==> src/rtl/irq_ctrl_stack_pkg.sv <==
// Shared definitions for the nesting interrupt controller: special-register
// offsets, vector stride, status field positions and level-width helpers.
package irq_ctrl_stack_pkg;

  // Special-register offsets relative to the block's base address.
  typedef enum logic [2:0] {
    IRQC_MASK = 3'd0,
    IRQC_PEND = 3'd1,
    IRQC_EDGE = 3'd2,
    IRQC_STAT = 3'd3,
    IRQC_SOFT = 3'd4
  } irqc_reg_e;

  localparam int IRQC_NUM_REGS = 5;

  // Handler vectors are spaced this many address units apart.
  localparam int IRQC_VEC_STRIDE = 4;

  // Status word layout.
  localparam int IRQC_STAT_ERR_BIT   = 15;
  localparam int IRQC_STAT_DEPTH_LSB = 8;

  // Active level must encode 0..NUM_IRQ, with NUM_IRQ meaning idle.
  function automatic int irqc_lvl_w(input int num_irq);
    return $clog2(num_irq + 1);
  endfunction

  // The idle level sits one above the lowest-priority channel, so any
  // channel can pre-empt it.
  function automatic int irqc_idle_lvl(input int num_irq);
    return num_irq;
  endfunction

endpackage

==> src/rtl/irq_ctrl_stack_prio_enc.sv <==
// Lowest-index-wins priority encoder with a valid flag.
module irq_prio_enc
  import irq_ctrl_stack_pkg::*;
#(
  parameter int N     = 8,
  parameter int IDX_W = 4
) (
  input  logic [N-1:0]     i_req,
  output logic [IDX_W-1:0] o_idx,
  output logic             o_valid
);

  // Scan from the top down so the lowest set index is the last one written.
  always_comb begin
    // NOTE: every output gets a default first so no path leaves it unassigned
    // (which would infer a latch).
    o_idx = '0;
    for (int i = N - 1; i >= 0; i--) begin
      if (i_req[i]) o_idx = IDX_W'(i);
    end
    o_valid = |i_req;
  end

endmodule

==> src/rtl/irq_ctrl_stack.sv <==
// Nesting interrupt controller: pending/mask/edge-mode registers, priority
// selection against the running handler's level, and a return stack of
// {PC, previous level} so higher-priority requests can pre-empt handlers.
module irq_ctrl_stack
  import irq_ctrl_stack_pkg::*;
#(
  parameter int             RW          = 16,
  parameter int             NUM_IRQ     = 8,
  parameter int             STACK_DEPTH = 4,
  parameter logic [RW-1:0]  VEC_BASE    = 16'h0010,
  parameter logic [RW-1:0]  SR_BASE     = 16'h0200
) (
  input  logic               i_clk,
  input  logic               i_rst_n,
  input  logic [NUM_IRQ-1:0] i_irq_lines,
  input  logic               i_global_en,
  output logic               o_irq_req,
  output logic [RW-1:0]      o_vector,
  input  logic               i_irq_ack,
  input  logic [RW-1:0]      i_ack_pc,
  input  logic               i_irt,
  output logic [RW-1:0]      o_ret_pc,
  output logic               o_stack_full,
  input  logic [RW-1:0]      i_sr_addr,
  input  logic [RW-1:0]      i_sr_data,
  input  logic               i_sr_we,
  output logic [RW-1:0]      o_sr_data
);

  localparam int               LVL_W    = irqc_lvl_w(NUM_IRQ);
  localparam logic [LVL_W-1:0] IDLE_LVL = LVL_W'(irqc_idle_lvl(NUM_IRQ));
  localparam int               DEP_W    = $clog2(STACK_DEPTH + 1);
  localparam int               PTR_W    = $clog2(STACK_DEPTH);

  // Architectural state.
  logic [NUM_IRQ-1:0] line_q, line_qq;
  logic [NUM_IRQ-1:0] pending, pending_d;
  logic [NUM_IRQ-1:0] soft_q, soft_d;
  logic [NUM_IRQ-1:0] mask, edge_mode;
  logic [DEP_W-1:0]   depth;
  logic [LVL_W-1:0]   active_lvl;
  logic               err;

  // Return stack storage.
  logic [RW-1:0]    stack_pc  [STACK_DEPTH];
  logic [LVL_W-1:0] stack_lvl [STACK_DEPTH];

  // Selection.
  logic [NUM_IRQ-1:0] cand;
  logic [LVL_W-1:0]   sel;
  logic               cand_any;
  logic [NUM_IRQ-1:0] sel_onehot;
  logic               take, pop;
  logic [NUM_IRQ-1:0] ack_clr;
  logic [PTR_W-1:0]   push_ptr, top_ptr;

  // Special-register decode.
  logic [RW-1:0]      sr_off;
  logic               in_win;
  irqc_reg_e          reg_sel;
  logic               wr_mask, wr_pend, wr_edge, wr_stat, wr_soft;
  logic [NUM_IRQ-1:0] sr_wdata;
  logic [NUM_IRQ-1:0] w1c, soft_set;
  logic [RW-1:0]      stat_word;
  logic               sr_data_unused;

  assign cand = pending & mask;

  irq_prio_enc #(
    .N     (NUM_IRQ),
    .IDX_W (LVL_W)
  ) u_prio_enc (
    .i_req   (cand),
    .o_idx   (sel),
    .o_valid (cand_any)
  );

  assign o_stack_full = (depth == DEP_W'(STACK_DEPTH));
  assign o_irq_req    = i_global_en & cand_any & (sel < active_lvl) & ~o_stack_full;
  assign o_vector     = VEC_BASE + RW'(sel) * RW'(IRQC_VEC_STRIDE);

  // A return takes priority over an ack in the same cycle; the ack is dropped
  // and the request stays pending so it re-presents afterwards.
  assign take       = i_irq_ack & o_irq_req & ~i_irt;
  assign pop        = i_irt & (depth != '0);
  assign sel_onehot = NUM_IRQ'(1) << sel;
  assign ack_clr    = take ? (edge_mode & sel_onehot) : '0;
  assign push_ptr   = depth[PTR_W-1:0];
  assign top_ptr    = PTR_W'(depth - DEP_W'(1));
  assign o_ret_pc   = (depth != '0) ? stack_pc[top_ptr] : '0;

  assign sr_off   = i_sr_addr - SR_BASE;
  assign in_win   = (i_sr_addr >= SR_BASE) && (sr_off < RW'(IRQC_NUM_REGS));
  assign reg_sel  = irqc_reg_e'(sr_off[2:0]);
  assign wr_mask  = i_sr_we & in_win & (reg_sel == IRQC_MASK);
  assign wr_pend  = i_sr_we & in_win & (reg_sel == IRQC_PEND);
  assign wr_edge  = i_sr_we & in_win & (reg_sel == IRQC_EDGE);
  assign wr_stat  = i_sr_we & in_win & (reg_sel == IRQC_STAT);
  assign wr_soft  = i_sr_we & in_win & (reg_sel == IRQC_SOFT);
  assign sr_wdata = i_sr_data[NUM_IRQ-1:0];

  // Upper write-data bits beyond NUM_IRQ carry no meaning for this block.
  assign sr_data_unused = ^i_sr_data;

  // Sample the raw lines and keep one more stage for rising-edge detection.
  always_ff @(posedge i_clk or negedge i_rst_n) begin
    if (!i_rst_n) begin
      line_q  <= '0;
      line_qq <= '0;
    end else begin
      // NOTE: state registers use non-blocking assignments so every flop
      // samples pre-edge values regardless of statement order.
      line_q  <= i_irq_lines;
      line_qq <= line_q;
    end
  end

  // Software-writable configuration.
  always_ff @(posedge i_clk or negedge i_rst_n) begin
    if (!i_rst_n) begin
      mask      <= '0;
      edge_mode <= '0;
    end else begin
      if (wr_mask) mask      <= sr_wdata;
      if (wr_edge) edge_mode <= sr_wdata;
    end
  end

  // Next pending: edge channels latch rises until acked or cleared; level
  // channels track the sampled line plus any software-set bit. Sets are
  // OR-ed in last so a same-cycle set beats a clear.
  always_comb begin
    w1c       = wr_pend ? sr_wdata : '0;
    soft_set  = wr_soft ? sr_wdata : '0;
    soft_d    = (soft_q & ~w1c & ~ack_clr) | soft_set;
    pending_d = (edge_mode & ((pending & ~w1c & ~ack_clr) | (line_q & ~line_qq) | soft_set))
              | (~edge_mode & (line_q | soft_d));
  end

  // Pending bits and the record of software-set bits.
  always_ff @(posedge i_clk or negedge i_rst_n) begin
    if (!i_rst_n) begin
      pending <= '0;
      soft_q  <= '0;
    end else begin
      pending <= pending_d;
      soft_q  <= soft_d;
    end
  end

  // Nesting control: depth, running level and the sticky underflow flag.
  always_ff @(posedge i_clk or negedge i_rst_n) begin
    if (!i_rst_n) begin
      depth      <= '0;
      active_lvl <= IDLE_LVL;
      err        <= 1'b0;
    end else begin
      if (pop) begin
        depth      <= depth - DEP_W'(1);
        active_lvl <= stack_lvl[top_ptr];
      end else if (take) begin
        depth      <= depth + DEP_W'(1);
        active_lvl <= sel;
      end
      if (i_irt && depth == '0) err <= 1'b1;
      else if (wr_stat)         err <= 1'b0;
    end
  end

  // Push the interrupted PC and level on acceptance.
  always_ff @(posedge i_clk) begin
    // NOTE: stack storage is deliberately not reset; depth qualifies every
    // entry, so stale contents are never observed.
    if (take) begin
      stack_pc[push_ptr]  <= i_ack_pc;
      stack_lvl[push_ptr] <= active_lvl;
    end
  end

  // Assemble the status word and mux the special-register read data.
  always_comb begin
    stat_word                                   = '0;
    stat_word[IRQC_STAT_ERR_BIT]                = err;
    stat_word[IRQC_STAT_DEPTH_LSB +: DEP_W]     = depth;
    stat_word[LVL_W-1:0]                        = active_lvl;

    o_sr_data = '0;
    if (in_win) begin
      case (reg_sel)
        IRQC_MASK: o_sr_data[NUM_IRQ-1:0] = mask;
        IRQC_PEND: o_sr_data[NUM_IRQ-1:0] = pending;
        IRQC_EDGE: o_sr_data[NUM_IRQ-1:0] = edge_mode;
        IRQC_STAT: o_sr_data              = stat_word;
        default:   o_sr_data              = '0;
      endcase
    end
  end

endmodule

==> config.mk <==
export PLATFORM = sky130hd
export DESIGN_NAME = irq_ctrl_stack
export DESIGN_NICKNAME = d
export VERILOG_FILES = /design/src/rtl/irq_ctrl_stack_pkg.sv /design/src/rtl/irq_ctrl_stack_prio_enc.sv /design/src/rtl/irq_ctrl_stack.sv
export SDC_FILE = /design/constraint.sdc
export NUM_CORES = 1
export LEC_CHECK = 0
export ABC_AREA = 1
export ABC_CLOCK_PERIOD_IN_PS = 7130
export CAP_MARGIN = 20
export CORE_UTILIZATION = 35
export CTS_BUF_LIST = sky130_fd_sc_hd__clkbuf_8 sky130_fd_sc_hd__clkbuf_16
export CTS_CLUSTER_DIAMETER = 40
export DETAILED_ROUTE_END_ITERATION = 8
export GPL_ROUTABILITY_DRIVEN = 0
export HOLD_SLACK_MARGIN = 0.06
export SETUP_SLACK_MARGIN = 0.05
export SYNTH_ARGS = -nofsm -noshare
export SYNTH_HDL_FRONTEND = slang
export SYNTH_SLANG_ARGS = --single-unit
export TNS_END_PERCENT = 1
==> constraint.sdc <==
create_clock -name i_clk -period 7.13 [get_ports i_clk]
set_input_delay 1.426 -clock i_clk [delete_from_list [all_inputs] [get_ports i_clk]]
set_output_delay 1.426 -clock i_clk [all_outputs]
set_load 0.02 [all_outputs]
* Word-level counts from Yosys, hierarchy flattened
Memories as Yosys holds them, arrays and structs flattened. Cells that the tools add are included.
Word-level totals: register bits after elaboration 56, RAM bits 80, logic and storage cells 87, memories kept 2
Memory list:
- stack_pc | depth 4, width 16, rd ports 1, clocked after memory_dff 0, write ports 1, line irq_ctrl_stack.sv:45 | logic [RW-1:0] stack_pc [STACK_DEPTH];
- stack_lvl | depth 4, width 4, rd ports 1, clocked after memory_dff 0, write ports 1, line irq_ctrl_stack.sv:46 | logic [LVL_W-1:0] stack_lvl [STACK_DEPTH];
Operators by class: add/sub/neg operators 4, order comparisons 3, eq/ne operators 5, shift operators 1, multiplexer cells 23, bitwise logic cells 32, reduce and logical (&&, ||, !) cells 8
Operator list (count):
- $and A8 B8 Y8 | 9
- $or A8 B8 Y8 | 5
- $mux W16 | 2
- $mux W8 | 4
- $not A8 Y8 | 4
- $pmux W8 S4 | 1
- $mux W3 | 10
- $ge A16 B10 Y1 const B | 1
- $lt A16 B3 Y1 const B | 1
- $sub A16 B10 Y16 const B | 1
- $and A1 B1 Y1 | 12
- $mux W4 | 2
- $reduce_or A8 Y1 | 1
- $shl A1 B4 Y8 const A | 1
- $add A5 B6 Y7 const A | 1
- $eq A3 B2 Y1 const B | 2
- $eq A3 B3 Y1 const B | 2
- $logic_not A3 Y1 | 2
- $lt A4 B4 Y1 | 1
- $mux W1 | 4
- $reduce_bool A2 Y1 | 2
- $add A3 B1 Y3 const B | 1
- $eq A3 B1 Y1 const B | 1
- $reduce_bool A3 Y1 | 1
- 3 further kinds | 5

* Longest topological paths before layout
depth in word-level cells 21, depth in mapped cells 18, gate-level depth less buffers 18

* By module
Synthesis repeated with hierarchy kept, for this count alone.
Second synthesis, totals: cell total of the unflattened synthesis 672, area total of the unflattened synthesis 6635.1 sq um
By module, submodules not included:
- irq_ctrl_stack | instances 1, cells an instance 648, area an instance 6525.0 sq um
- irq_prio_enc | instances 1, cells an instance 24, area an instance 110.1 sq um

* Least setup slack after synthesis
Ideal clock, no wire load.
kind input to output, from input i_sr_addr[9], to output o_sr_data[3], arrival 2818 ps, slack 2886 ps, cell stages on the path 6, path buffers 0, cells stage by stage inv_1 -> ha_1 -> nand2_1 -> nor4_4 -> nand3_1 -> a41oi_1
On the way: cells in the longest elaborated chain, start to end 4, elaborated cells between the ends (all ways) 5
RTL lines:
- start, declared | line irq_ctrl_stack.sv:24 | input logic [RW-1:0] i_sr_addr,
- $sub A16 B10 Y16 | line irq_ctrl_stack.sv:92 | assign sr_off = i_sr_addr - SR_BASE;
- $lt A16 B3 Y1 | line irq_ctrl_stack.sv:93 | assign in_win = (i_sr_addr >= SR_BASE) && (sr_off < RW'(IRQC_NUM_REGS));
- $logic_and A1 B1 Y1 * | line irq_ctrl_stack.sv:93
- $mux W16 * | line irq_ctrl_stack.sv:188 | if (in_win) begin
- end, declared | line irq_ctrl_stack.sv:27 | output logic [RW-1:0] o_sr_data
Mark *: on every way between the ends. The rest lies on a longest branch, timed or not.

* Worst setup path in the final report
from input i_sr_addr[9], to output o_sr_data[7]
Same word-level chain as after synthesis.

==> results.ini <==
[final_layout]
finalInstanceArea_um2 = 8210
final_core_util_pct = 45.2
multi_input_area_um2 = 2320
drive_above_1_share_pct = 9.13
syn_to_final_growth_pct = 25.2
fillCellCount = 1708
antenna_cells = 0
finalNonFillerCells = 1029
seq_area_um2 = 3800
nets = 857

[pwr]
p_per_area_nw_per_um2 = 343
finalPower_mw = 2.81
peakVddDrop_mv = 0.191
leakagePower_nw = 3.36

[sta]
slew_headroom_pct = 32.4
setup-violations-final = 0
finalSetupTns_ns = 0
rsz0062_at_grt = no
fmax_mhz = 182
period_share_pct = 77.0
hold_viol_final = 0
setup_ws_ns = 1.64
max_slew.worst_pin.slew_ns = 1.01
skew_ns = 0.00856
fin_crit_ns = 5.49
hold-worst-slack_ns = 0.399
slew_violations = 0

[critical_path]
path_max_fanout = 8
start_kind = input pin
crit_arrival_ns = 4.07
cp-end-kind = output port
required_ns = 5.70
critPathKind = in -> out

[global_routing]
grt_busiest_layer = met2
met2_usage_pct = 27.1
grt_first_pass_wirelength_um = 24400
grt_max_degree = 57
grtUsageTotal_pct = 16.5
grtUsageMet1_pct = 21.4
grt_pass1_vias = 4655
grtUsageMet3_pct = 3.63
grt_remaining_overflow = 0
antenna_found_initial = 0

[flow_run]
drv_cap = 0

[place]
place_area_um2 = 7600
placed_cells = 997
io_buffers = 87
pre_cts_slack_ns = 1.61
place.detailed.hpwl_um = 9890

[floorplan]
ios = 112
initial_utilization_pct = 36.1
chipHeight_um = 139
fp.coreArea_um2 = 18100
std_cell_rows = 49
dieWidth_um = 139
die_area_um2 = 19300

[routing]
detail_route.wl_per_cell_um = 14.6
wl_um = 15000
drt_iter0_drc = 321
vias = 4879
vias_per_cell = 4.74
final_antenna_net_count = 0
dr.pass1.iters = 9
drc = 9

[clock_network]
cts_hold_buf = 0
cts-root-buf = clkbuf_16
cts_tree = built
cts_setup_buffers = 0
cts.sinks = 136
clk_pin_slew_worst_paths_ns = 0.06
clk_latency_ns = 0.42
post_cts_resized = 0
tritoncts.num_buffers = 17
htree_levels = 4
clockBufferDepth = 2

[yosys]
ys_ff_latch = 136
synthCells = 695
yosysMostFrequentCell = nor2_1
async_reset_ff_share_pct = 41.2
ys_types = 44
synth_largest_area_cell = edfxtp_1
yosys_warnings = 0
synth_common_cells = 129 x nor2_1, 126 x nand2_1, 80 x edfxtp_1, 72 x o21ai_0, 70 x inv_1
yosys.area.top_type_share_pct = 36.7
yosys-top-cells-area = edfxtp_1 37%, dfrtp_1 21%, nor2_1 7.4%
synth_ff_type = edfxtp_1
syn_area_um2 = 6550
synth_enable_flop_cells = 80
ys_seq_area_share_pct = 58.1
avgSynthCellArea_um2 = 9.43

[outcome]
failed_checks = design-rule violations
status = finished, violations left

[hold_path]
min_path_type = reg -> reg

[state kept, by name (all words and copies together), names as in the netlist]
register,count
mask,8
edge_mode,8
stack_lvl,16
stack_pc,64
active_lvl,4
line_q,8
err,1
depth,3
pending,8
soft_q,8
line_qq,8
[placed cells by master (no fill, tap or decap), types with 2 or more instances in the layout]
cell type          n
o21a_1            13
o21ai_2            5
clkdlybuf4s50_1   86
edfxtp_1          80
inv_2              2
inv_1             71
clkinvlp_4         3
nor2_1           125
ha_1               8
a21oi_1           23
nor3_1             6
clkinv_4           2
conb_1            16
xor2_1             3
nand3_1           18
dfrtp_1           55
a31oi_1            4
clkbuf_16         17
inv_6              2
bufinv_16          3
nor2_2             8
nand2_1          126
a221oi_1           3
clkinv_2           2
nand4_1           10
o21ai_0           72
nand3_2            2
nand2_2            5
buf_4              7
nor3_2             2
nand2_4            4
[final cells by class]
| type | instances | share of cell area, % |
|---|---|---|
| Sequential cell | 136 | 46.4 |
| Multi-Input combinational cell | 466 | 28.3 |
| Timing Repair Buffer | 94 | 11.2 |
| Clock buffer | 17 | 5.18 |
| Tap cell | 229 | 3.49 |
| Inverter | 72 | 3.29 |
| Clock inverter | 15 | 2.15 |
[final timing paths]
check	from	endpoint	slack, ns	cells after the start
max	i_sr_addr[9]	o_sr_data[7]	1.64	8
min	line_q[4]$_DFF_PN0_	line_qq[4]$_DFF_PN0_	0.40	0
max reg2reg	pending[5]$_DFF_PN0_	stack_pc[2][2]$_DFFE_PP_	3.79	10
min reg2reg	line_q[4]$_DFF_PN0_	line_qq[4]$_DFF_PN0_	0.40	0
max in group asynchronous	i_rst_n	depth[2]$_DFFE_PN0P_	5.52	2
min in group asynchronous	i_rst_n	line_q[5]$_DFF_PN0_	1.12	2
[kinds of logic after synthesis]
group | synth area share [%]
other | 0.0572
adder cells (fa/ha/maj) | 1.53
XOR/XNOR | 0.783
AND/OR/NAND/NOR | 20.6
buffers and inverters | 7.50
flip-flops | 58.1
AO/OA/AOI/OAI | 11.5
[layer usage]
metal	part of all wire, %	wire length [µm]
met5	0	0
met4	0.63	95
met3	4.7	700
met2	49	7300
met1	46	6930
[report_power, final]
group	internal (mW)	switching [mW]
clock network	0.551	0.344
logic	0.390	0.618
registers	0.877	0.0332
[worst max-delay path: stages]
cell	delay [ns]
clkdlybuf4s50_1	0.49
inv_1	0.10
ha_1	0.27
xor2_1	0.19
nor4_4	0.22
nand3_1	0.36
a31oi_1	0.35
clkdlybuf4s50_1	0.66
Power figures use the tool's default switching activity.
